<file path="config.mk">
export PLATFORM = sky130hd
export DESIGN_NAME = load_store_unit
export DESIGN_NICKNAME = d
export VERILOG_FILES = /design/src/rtl/lsu_pkg.sv /design/src/rtl/lsu_load_align.sv /design/src/rtl/load_store_unit.sv
export SDC_FILE = /design/constraint.sdc
export NUM_CORES = 1
export LEC_CHECK = 0
export ABC_AREA = 1
export CAP_MARGIN = 20
export CORE_ASPECT_RATIO = 2
export CORE_MARGIN = 5
export CORE_UTILIZATION = 49
export CTS_BUF_LIST = sky130_fd_sc_hd__clkbuf_8 sky130_fd_sc_hd__clkbuf_16
export CTS_CLUSTER_SIZE = 14
export DETAILED_ROUTE_END_ITERATION = 7
export PLACE_DENSITY_LB_ADDON = 0.25
export SLEW_MARGIN = 10
export SYNTH_ARGS = -nofsm -noshare
export SYNTH_HDL_FRONTEND = slang
export SYNTH_HIERARCHICAL = 1
export SYNTH_SLANG_ARGS = --single-unit
</file>
<file path="constraint.sdc">
create_clock -name clk -period 6.9 [get_ports clk]
set_clock_uncertainty 0.05 [all_clocks]
set_input_delay 0.69 -clock clk [delete_from_list [all_inputs] [get_ports clk]]
set_output_delay 0.69 -clock clk [all_outputs]
set_load 0.03 [all_outputs]
</file>
<file path="src/rtl/lsu_pkg.sv">
// Shared LSU definitions: RISC-V funct3 width codes, FSM encoding and lane helpers.
package lsu_pkg;

   localparam logic [2:0] F3_LB  = 3'b000;
   localparam logic [2:0] F3_LH  = 3'b001;
   localparam logic [2:0] F3_LW  = 3'b010;
   localparam logic [2:0] F3_LBU = 3'b100;
   localparam logic [2:0] F3_LHU = 3'b101;
   localparam logic [2:0] F3_SB  = 3'b000;
   localparam logic [2:0] F3_SH  = 3'b001;
   localparam logic [2:0] F3_SW  = 3'b010;

   typedef enum logic [1:0] {
      IDLE = 2'd0,
      REQ  = 2'd1,
      WAIT = 2'd2,
      RESP = 2'd3
   } lsu_state_e;

   function automatic logic f3_unsupported(input logic [2:0] f3);
      return (f3 == 3'b011) || (f3 == 3'b110) || (f3 == 3'b111);
   endfunction

   // Half enables ignore addr[0], word enables ignore addr[1:0]: accesses are forced aligned.
   function automatic logic [3:0] lane_be(input logic [2:0] f3, input logic [1:0] off);
      logic [3:0] be;
      if (f3[1:0] == F3_SB[1:0])
         be = 4'b0001 << off;
      else if (f3[1:0] == F3_SH[1:0])
         be = 4'b0011 << {off[1], 1'b0};
      else
         be = 4'b1111;
      return be;
   endfunction

endpackage

</file>
<file path="src/rtl/lsu_load_align.sv">
// Load lane extraction and sign/zero extension of a memory read word (purely combinational).
module lsu_load_align
   import lsu_pkg::*;
(
   input  logic [2:0]  funct3,
   input  logic [1:0]  off,
   input  logic [31:0] rdata,
   output logic [31:0] data
);

   logic [7:0]  byte_sel;
   logic [15:0] half_sel;

   always_comb begin
      case (off)
         2'd0:    byte_sel = rdata[7:0];
         2'd1:    byte_sel = rdata[15:8];
         2'd2:    byte_sel = rdata[23:16];
         default: byte_sel = rdata[31:24];
      endcase
      half_sel = off[1] ? rdata[31:16] : rdata[15:0];

      case (funct3)
         F3_LB:   data = {{24{byte_sel[7]}}, byte_sel};
         F3_LH:   data = {{16{half_sel[15]}}, half_sel};
         F3_LW:   data = rdata;
         F3_LBU:  data = {24'b0, byte_sel};
         F3_LHU:  data = {16'b0, half_sel};
         default: data = 32'b0;
      endcase
   end

endmodule

</file>
<file path="src/rtl/load_store_unit.sv">
// Load/store unit: one access at a time, best case store done 2 / load done 3 cycles after accept;
// req_ready only in IDLE, mem_req held until mem_gnt. MISALIGN_EXC_EN traps misaligned half/word.
module load_store_unit
   import lsu_pkg::*;
(
   input  logic        clk,
   input  logic        reset,
   input  logic        req_valid,
   output logic        req_ready,
   input  logic        req_we,
   input  logic [2:0]  req_funct3,
   input  logic [31:0] req_addr,
   input  logic [31:0] req_wdata,
   output logic        mem_req,
   output logic        mem_we,
   output logic [29:0] mem_addr,
   output logic [3:0]  mem_be,
   output logic [31:0] mem_wdata,
   input  logic        mem_gnt,
   input  logic        mem_rvalid,
   input  logic [31:0] mem_rdata,
   output logic        Load_Done,
   output logic        Store_Done,
   output logic [31:0] Load_Data,
   output logic        misalign
);

   lsu_state_e  state_q, state_d;
   logic        we_q, we_d;
   logic [2:0]  funct3_q, funct3_d;
   logic [1:0]  off_q, off_d;
   logic        skip_q, skip_d;
   logic        mis_q, mis_d;
   logic        mem_req_q, mem_req_d;
   logic        mem_we_q, mem_we_d;
   logic [29:0] mem_addr_q, mem_addr_d;
   logic [3:0]  mem_be_q, mem_be_d;
   logic [31:0] mem_wdata_q, mem_wdata_d;
   logic        load_done_q, load_done_d;
   logic        store_done_q, store_done_d;
   logic [31:0] load_data_q, load_data_d;
   logic        misalign_q, misalign_d;

   logic        req_unsup;
   logic        req_mis;
   logic        req_skip;
   logic [31:0] req_wdata_rep;
   logic [31:0] ld_aligned;

   assign req_unsup = f3_unsupported(req_funct3);

`ifdef MISALIGN_EXC_EN
   assign req_mis = !req_unsup &&
                    (((req_funct3[1:0] == F3_SH[1:0]) && req_addr[0]) ||
                     ((req_funct3[1:0] == F3_SW[1:0]) && (req_addr[1:0] != 2'b00)));
`else
   assign req_mis = 1'b0;
`endif

   assign req_skip = req_unsup || req_mis;

   always_comb begin
      if (req_funct3[1:0] == F3_SB[1:0])
         req_wdata_rep = {4{req_wdata[7:0]}};
      else if (req_funct3[1:0] == F3_SH[1:0])
         req_wdata_rep = {2{req_wdata[15:0]}};
      else
         req_wdata_rep = req_wdata;
   end

   lsu_load_align u_load_align (
      .funct3 (funct3_q),
      .off    (off_q),
      .rdata  (mem_rdata),
      .data   (ld_aligned)
   );

   always_comb begin
      state_d      = state_q;
      we_d         = we_q;
      funct3_d     = funct3_q;
      off_d        = off_q;
      skip_d       = skip_q;
      mis_d        = mis_q;
      mem_req_d    = mem_req_q;
      mem_we_d     = mem_we_q;
      mem_addr_d   = mem_addr_q;
      mem_be_d     = mem_be_q;
      mem_wdata_d  = mem_wdata_q;
      load_done_d  = 1'b0;
      store_done_d = 1'b0;
      load_data_d  = load_data_q;
      misalign_d   = 1'b0;

      case (state_q)
         IDLE: begin
            if (req_valid) begin
               state_d     = REQ;
               we_d        = req_we;
               funct3_d    = req_funct3;
               off_d       = req_addr[1:0];
               skip_d      = req_skip;
               mis_d       = req_mis;
               mem_req_d   = !req_skip;
               mem_we_d    = req_we && !req_skip;
               mem_addr_d  = req_addr[31:2];
               mem_be_d    = req_skip ? 4'b0000 : lane_be(req_funct3, req_addr[1:0]);
               mem_wdata_d = req_wdata_rep;
            end
         end
         REQ: begin
            // Skipped accesses complete without ever touching memory.
            if (skip_q) begin
               state_d      = RESP;
               load_done_d  = !we_q;
               store_done_d = we_q;
               misalign_d   = mis_q;
               if (!we_q)
                  load_data_d = 32'b0;
            end else if (mem_gnt) begin
               mem_req_d = 1'b0;
               if (we_q) begin
                  state_d      = RESP;
                  store_done_d = 1'b1;
               end else begin
                  state_d = WAIT;
               end
            end
         end
         WAIT: begin
            if (mem_rvalid) begin
               state_d     = RESP;
               load_done_d = 1'b1;
               load_data_d = ld_aligned;
            end
         end
         RESP: begin
            state_d = IDLE;
         end
         default: begin
            state_d = IDLE;
         end
      endcase
   end

   always_ff @(posedge clk or posedge reset) begin
      if (reset) begin
         state_q      <= IDLE;
         we_q         <= 1'b0;
         funct3_q     <= 3'b0;
         off_q        <= 2'b0;
         skip_q       <= 1'b0;
         mis_q        <= 1'b0;
         mem_req_q    <= 1'b0;
         mem_we_q     <= 1'b0;
         mem_addr_q   <= 30'b0;
         mem_be_q     <= 4'b0;
         mem_wdata_q  <= 32'b0;
         load_done_q  <= 1'b0;
         store_done_q <= 1'b0;
         load_data_q  <= 32'b0;
         misalign_q   <= 1'b0;
      end else begin
         state_q      <= state_d;
         we_q         <= we_d;
         funct3_q     <= funct3_d;
         off_q        <= off_d;
         skip_q       <= skip_d;
         mis_q        <= mis_d;
         mem_req_q    <= mem_req_d;
         mem_we_q     <= mem_we_d;
         mem_addr_q   <= mem_addr_d;
         mem_be_q     <= mem_be_d;
         mem_wdata_q  <= mem_wdata_d;
         load_done_q  <= load_done_d;
         store_done_q <= store_done_d;
         load_data_q  <= load_data_d;
         misalign_q   <= misalign_d;
      end
   end

   assign req_ready  = (state_q == IDLE);
   assign mem_req    = mem_req_q;
   assign mem_we     = mem_we_q;
   assign mem_addr   = mem_addr_q;
   assign mem_be     = mem_be_q;
   assign mem_wdata  = mem_wdata_q;
   assign Load_Done  = load_done_q;
   assign Store_Done = store_done_q;
   assign Load_Data  = load_data_q;
   assign misalign   = misalign_q;

endmodule

</file>
## Word-level counts from Yosys, hierarchy flattened

Index checks and enable logic that the tools add are counted.

| word-level totals | value |
|---|---|
| register bits after elaboration | 111 |
| input port bits | 105 |
| output and inout bits | 104 |
| logic and storage cells | 79 |

| cells by class | value |
|---|---|
| equality and inequality tests | 20 |
| shift operators | 2 |
| mux-type cells | 29 |
| reduce and logical (&&, ||, !) cells | 15 |

Operator list:

| operator | count |
|---|---|
| $mux 32 | 5 |
| $pmux 32 s5 | 1 |
| $pmux 32 s2 | 1 |
| $pmux 8 s3 | 1 |
| $mux 16 | 1 |
| $eq 3x3->1 const B | 4 |
| $mux 4 | 3 |
| $ne 2x2->1 const B | 6 |
| $mux 1 | 10 |
| $mux 2 | 4 |
| $pmux 2 s4 | 1 |
| $reduce_and 4->1 | 2 |
| $eq 2x1->1 const B | 3 |
| $eq 2x2->1 const B | 3 |
| $eq 3x2->1 const B | 2 |
| $logic_not 2->1 | 3 |
| $pmux 1 s2 | 2 |
| $reduce_bool 2->1 | 2 |
| $shl 1x2->4 const A | 1 |
| $shl 2x2->4 const A | 1 |
| $eq 3x1->1 const B | 1 |
| $logic_not 3->1 | 1 |
| $ne 3x3->1 const B | 1 |
| $reduce_and 3->1 | 1 |
| other kinds (4) | 6 |

## Longest topological paths before layout

| logic depth | value |
|---|---|
| word-level depth | 6 |
| gate-level depth with buffers | 10 |
| gate-level depth less buffers | 9 |

## Cells and area by module

Netlist, hierarchy kept.

By module, submodules not included:

| module | instances | cells each | area each (um^2) | seq. area each (um^2) |
|---|---|---|---|---|
| load_store_unit | 1 | 560 | 4,883.4 | 2,777.7 |
| lsu_load_align | 1 | 205 | 1,029.7 | 0.0 |

## Worst setup path before layout

OpenSTA, ideal clock, no wires.

| timing | value |
|---|---|
| kind | register to output |
| start point | register state_q[1] |
| end point | output req_ready |
| data arrival time | 0.868 ns |
| required time | 6.160 ns |
| setup slack | 5.292 ns |
| cell stages (with the launch flop) | 3 |
| path buffers | 0 |
| cell sequence | dfrtp_1 > inv_1 > ha_1 |

| between the ends | value |
|---|---|
| word-level cells in the longest chain between the ends | 1 |

Ends and longest elaborated chain:

| element | RTL line | RTL |
|---|---|---|
| from (decl) | load_store_unit.sv:28 | `lsu_state_e state_q, state_d;` |
| from (signal assigned) | load_store_unit.sv:164 | `state_q <= state_d;` |
| $logic_not 2->1 | load_store_unit.sv:182 | `assign req_ready = (state_q == IDLE);` |
| to (decl) | load_store_unit.sv:9 | `output logic req_ready,` |

No other way between the ends.

## Worst setup path in the final report

| timing | value |
|---|---|
| start point | input req_valid |
| end point | register mem_be_q[3], in the netlist mem_be[3] |

| between the ends | value |
|---|---|
| word-level cells in the longest chain between the ends | 1 |

Ends and longest elaborated chain:

| element | RTL line | RTL |
|---|---|---|
| from (decl) | load_store_unit.sv:8 | `input logic req_valid,` |
| $reduce_and 2->1 (no line) | - |  |
| to (signal assigned) | load_store_unit.sv:173 | `mem_be_q <= mem_be_d;` |
| to (decl) | load_store_unit.sv:37 | `logic [3:0] mem_be_q, mem_be_d;` |

No other way between the ends.
A chain may end at the register's enable or synchronous reset.

==> impl_metrics.json <==
{
  "drtIter0Drc": 258,
  "async_flop_share_pct": 100.0,
  "htreeDepth": 3,
  "pwr-share-comb_pct": 57.9,
  "hpwlAfterDp_um": 13070,
  "place.gp.congestion": 0.9563,
  "yosys_warnings": 6,
  "die_w_um": 87.68,
  "fin_crit_ns": 2.757,
  "grt_overflow": 0,
  "critPathMaxFanout": 86,
  "min_path_cells": 2,
  "synthCells": 765,
  "max_slew.worst_pin.slew_ns": 0.9857,
  "finalCritPeriodShare_pct": 39.96,
  "core_um2": 11770,
  "ys_ff_latch": 111,
  "start_util_pct": 50.23,
  "swShare_pct": 48.10,
  "synth_edf_count": 0,
  "cp.required_ns": 7.09,
  "post_cts_resize_count": 0,
  "synth_common_cells": "nand2_1, dfrtp_1, nand3_1, inv_1, o21ai_0",
  "timing_hold_violations_final": 0,
  "max-vdd-ir-drop_v": 0.0003169,
  "finalSetupTns_ns": 0,
  "slew_viol_final": 0,
  "numPortBuffers": 207,
  "max_freq_ghz": 0.3627,
  "die-area_um2": 14500,
  "slew-limit-headroom_pct": 34.08,
  "grt_max_degree": 87,
  "finalSetupViolations": 0,
  "clk_pin_slew_worst_paths_ns": 0.08,
  "intPower_mw": 2.057,
  "dr.pass1.iters": 5,
  "cts_buffers": 9,
  "crit_path_start_kind": "primary input",
  "grt_pass1_wl_um": 27720,
  "p_clk_share_pct": 13.3,
  "die_y_um": 165.4,
  "worstSetupPathType": "in -> reg",
  "routedWlPerCell_um": 16.09,
  "io_pins": 209,
  "placementRows": 56,
  "postCtsHoldBufs": 0,
  "clock_sinks": 111,
  "min_path_type": "reg -> reg",
  "finalPower_mw": 3.963,
  "cts_tree": "done",
  "ys_types": 29,
  "status": "complete, no violations",
  "synth.avg_cell_area_um2": 7.730,
  "critPathCaptureType": "register",
  "synth.top_cell.area_share_pct": 46.97,
  "viasPerCell": 5.182,
  "syn2layout_area_growth_pct": 38.83,
  "antenna_found_initial": 0,
  "drc_errors": 0,
  "p_switching_mw": 1.906,
  "layout.nets": 1053,
  "clk_latency_ns": 0.35,
  "power.leakage_nw": 3.969,
  "cap_violations": 0,
  "synth_area_leader_cell": "dfrtp_1",
  "rsz0062_at_grt": "false",
  "cts_setup_buffers": 0,
  "p_seq_share_pct": 28.8,
  "ant_nets": 0,
  "n_fill_cell": 1017,
  "synthTopCellsByArea": "dfrtp_1, nand2_1, nand3_1",
  "syn_area_um2": 5913,
  "power_density_nw_per_um2": 482.8,
  "synth_fp_nets": 875,
  "postLayoutCoreUtil_pct": 69.74,
  "ys.flop_type": "dfrtp_1",
  "cts_max_path_buffers": 2,
  "via_count": 5669,
  "cts_root_buf": "clkbuf_16",
  "wl_um": 17600,
  "synth.most_common_cell": "nand2_1",
  "r2r_cells": 9,
  "worstPathArrival_ns": 2.95,
  "grt_pass1_vias": 5678,
  "grt_usage_pct": 24.65,
  "yosysSeqAreaShare_pct": 46.97,
  "final_layout_size_suffix_gt1_share_pct": 8.861
}
==> worst max-delay path, stage by stage <==
cell and delay (ns):
clkdlybuf4s50_1 0.47, nand2_2 0.09, buf_4 0.60, inv_2 0.60
nand2_1 0.24, inv_1 0.08, nand2_1 0.06, nand2_1 0.05
==> logic make-up (layout without fill, tap and decap cells) <==
| family | Yosys count | in the layout | share of synthesized area [%] |
|---|---|---|---|
| and+or+nand+nor | 460 | 460 | 33.28 |
| DFF | 111 | 111 | 46.97 |
| AOI/OAI and AO/OA | 99 | 99 | 10.73 |
| buffers and inverters | 89 | 272 | 7.893 |
| adders and majority gates | 5 | 5 | 1.058 |
| other | 1 | 2 | 0.06342 |
==> placed cells by master, fill, tap and decap left out, types with 4 or more instances in the layout <==
| cell | count |
|---|---|
| clkdlybuf4s50_1 | 207 |
| inv_2 | 6 |
| nor2_1 | 27 |
| nand3_2 | 11 |
| inv_1 | 38 |
| ha_1 | 5 |
| o21ai_2 | 33 |
| nand2_2 | 4 |
| nand3b_1 | 6 |
| dfrtp_1 | 111 |
| clkbuf_16 | 9 |
| a31oi_1 | 8 |
| o21ai_0 | 36 |
| a21oi_1 | 19 |
| buf_4 | 4 |
| nand2_1 | 345 |
| nand3_1 | 58 |
==> routing by layer <==
layer,vias up,GRT usage [%],wire length [µm]
li1,2776,-,-
met5,-,0,0
met2,223,44.13,9354
met1,2620,25.40,6103
met4,0,13.55,858
met3,50,6.455,1283
==> state kept, by name (all words and copies together) (netlist names) <==
register    cells
Store_Done      1
Load_Done       1
Load_Data      32
mem_addr       30
skip_q          1
state_q         2
off_q           2
mem_be          4
mem_wdata      32
mem_req         1
we_q            1
mem_we          1
funct3_q        3
==> power by group through the flow <==
stage / combinational, mW / clock, mW / sequential, mW
floorplan: 1.04 / 0 / 1.64
global placement: 2.27 / 0 / 1.14
detailed placement: 2.31 / 0 / 1.15
CTS: 2.31 / 0.537 / 1.14
global route: 2.49 / 0.562 / 1.18
finish: 2.30 / 0.526 / 1.14
==> worst paths after layout <==
kind	start	end	slack, ns
setup / recovery	req_valid	mem_be[3]	4.14
hold / removal	Load_Data[1]	Load_Data[1]	0.43
setup reg to reg	state_q[0]	mem_be[3]	4.21
hold reg to reg	Load_Data[1]	Load_Data[1]	0.43
max in group asynchronous	reset	funct3_q[0]	4.85
min in group asynchronous	reset	Load_Data[6]	0.73
==> area by class of cell <==
type / instances / area, µm² / area share [%]
Sequential cell: 111 / 2778 / 33.84
Multi-Input combinational cell: 565 / 2671 / 32.54
Timing Repair Buffer: 211 / 2102 / 25.61
Clock buffer: 10 / 239.0 / 2.911
Tap cell: 145 / 181.4 / 2.210
Inverter: 45 / 171.4 / 2.088
Clock inverter: 6 / 63.81 / 0.7773
Antenna cell: 1 / 2.502 / 0.03048
==> metrics by stage <==
step | hold WS [ns] | cells | worst slack (ns) | cell area, µm²
6_report | 0.4350 | 1094 | 4.143 | 8209
5_1_grt | 0.4543 | 1093 | 3.949 | 8207
4_1_cts | 0.4347 | 1093 | 4.145 | 8207
3_5_place_dp | 0.4147 | 1077 | 3.778 | 7904
3_3_place_gp | 0.4114 | 1077 | 3.797 | 7904
2_1_floorplan | 0.4250 | 765 | 3.229 | 5913
(Power assumes the default switching activity.)
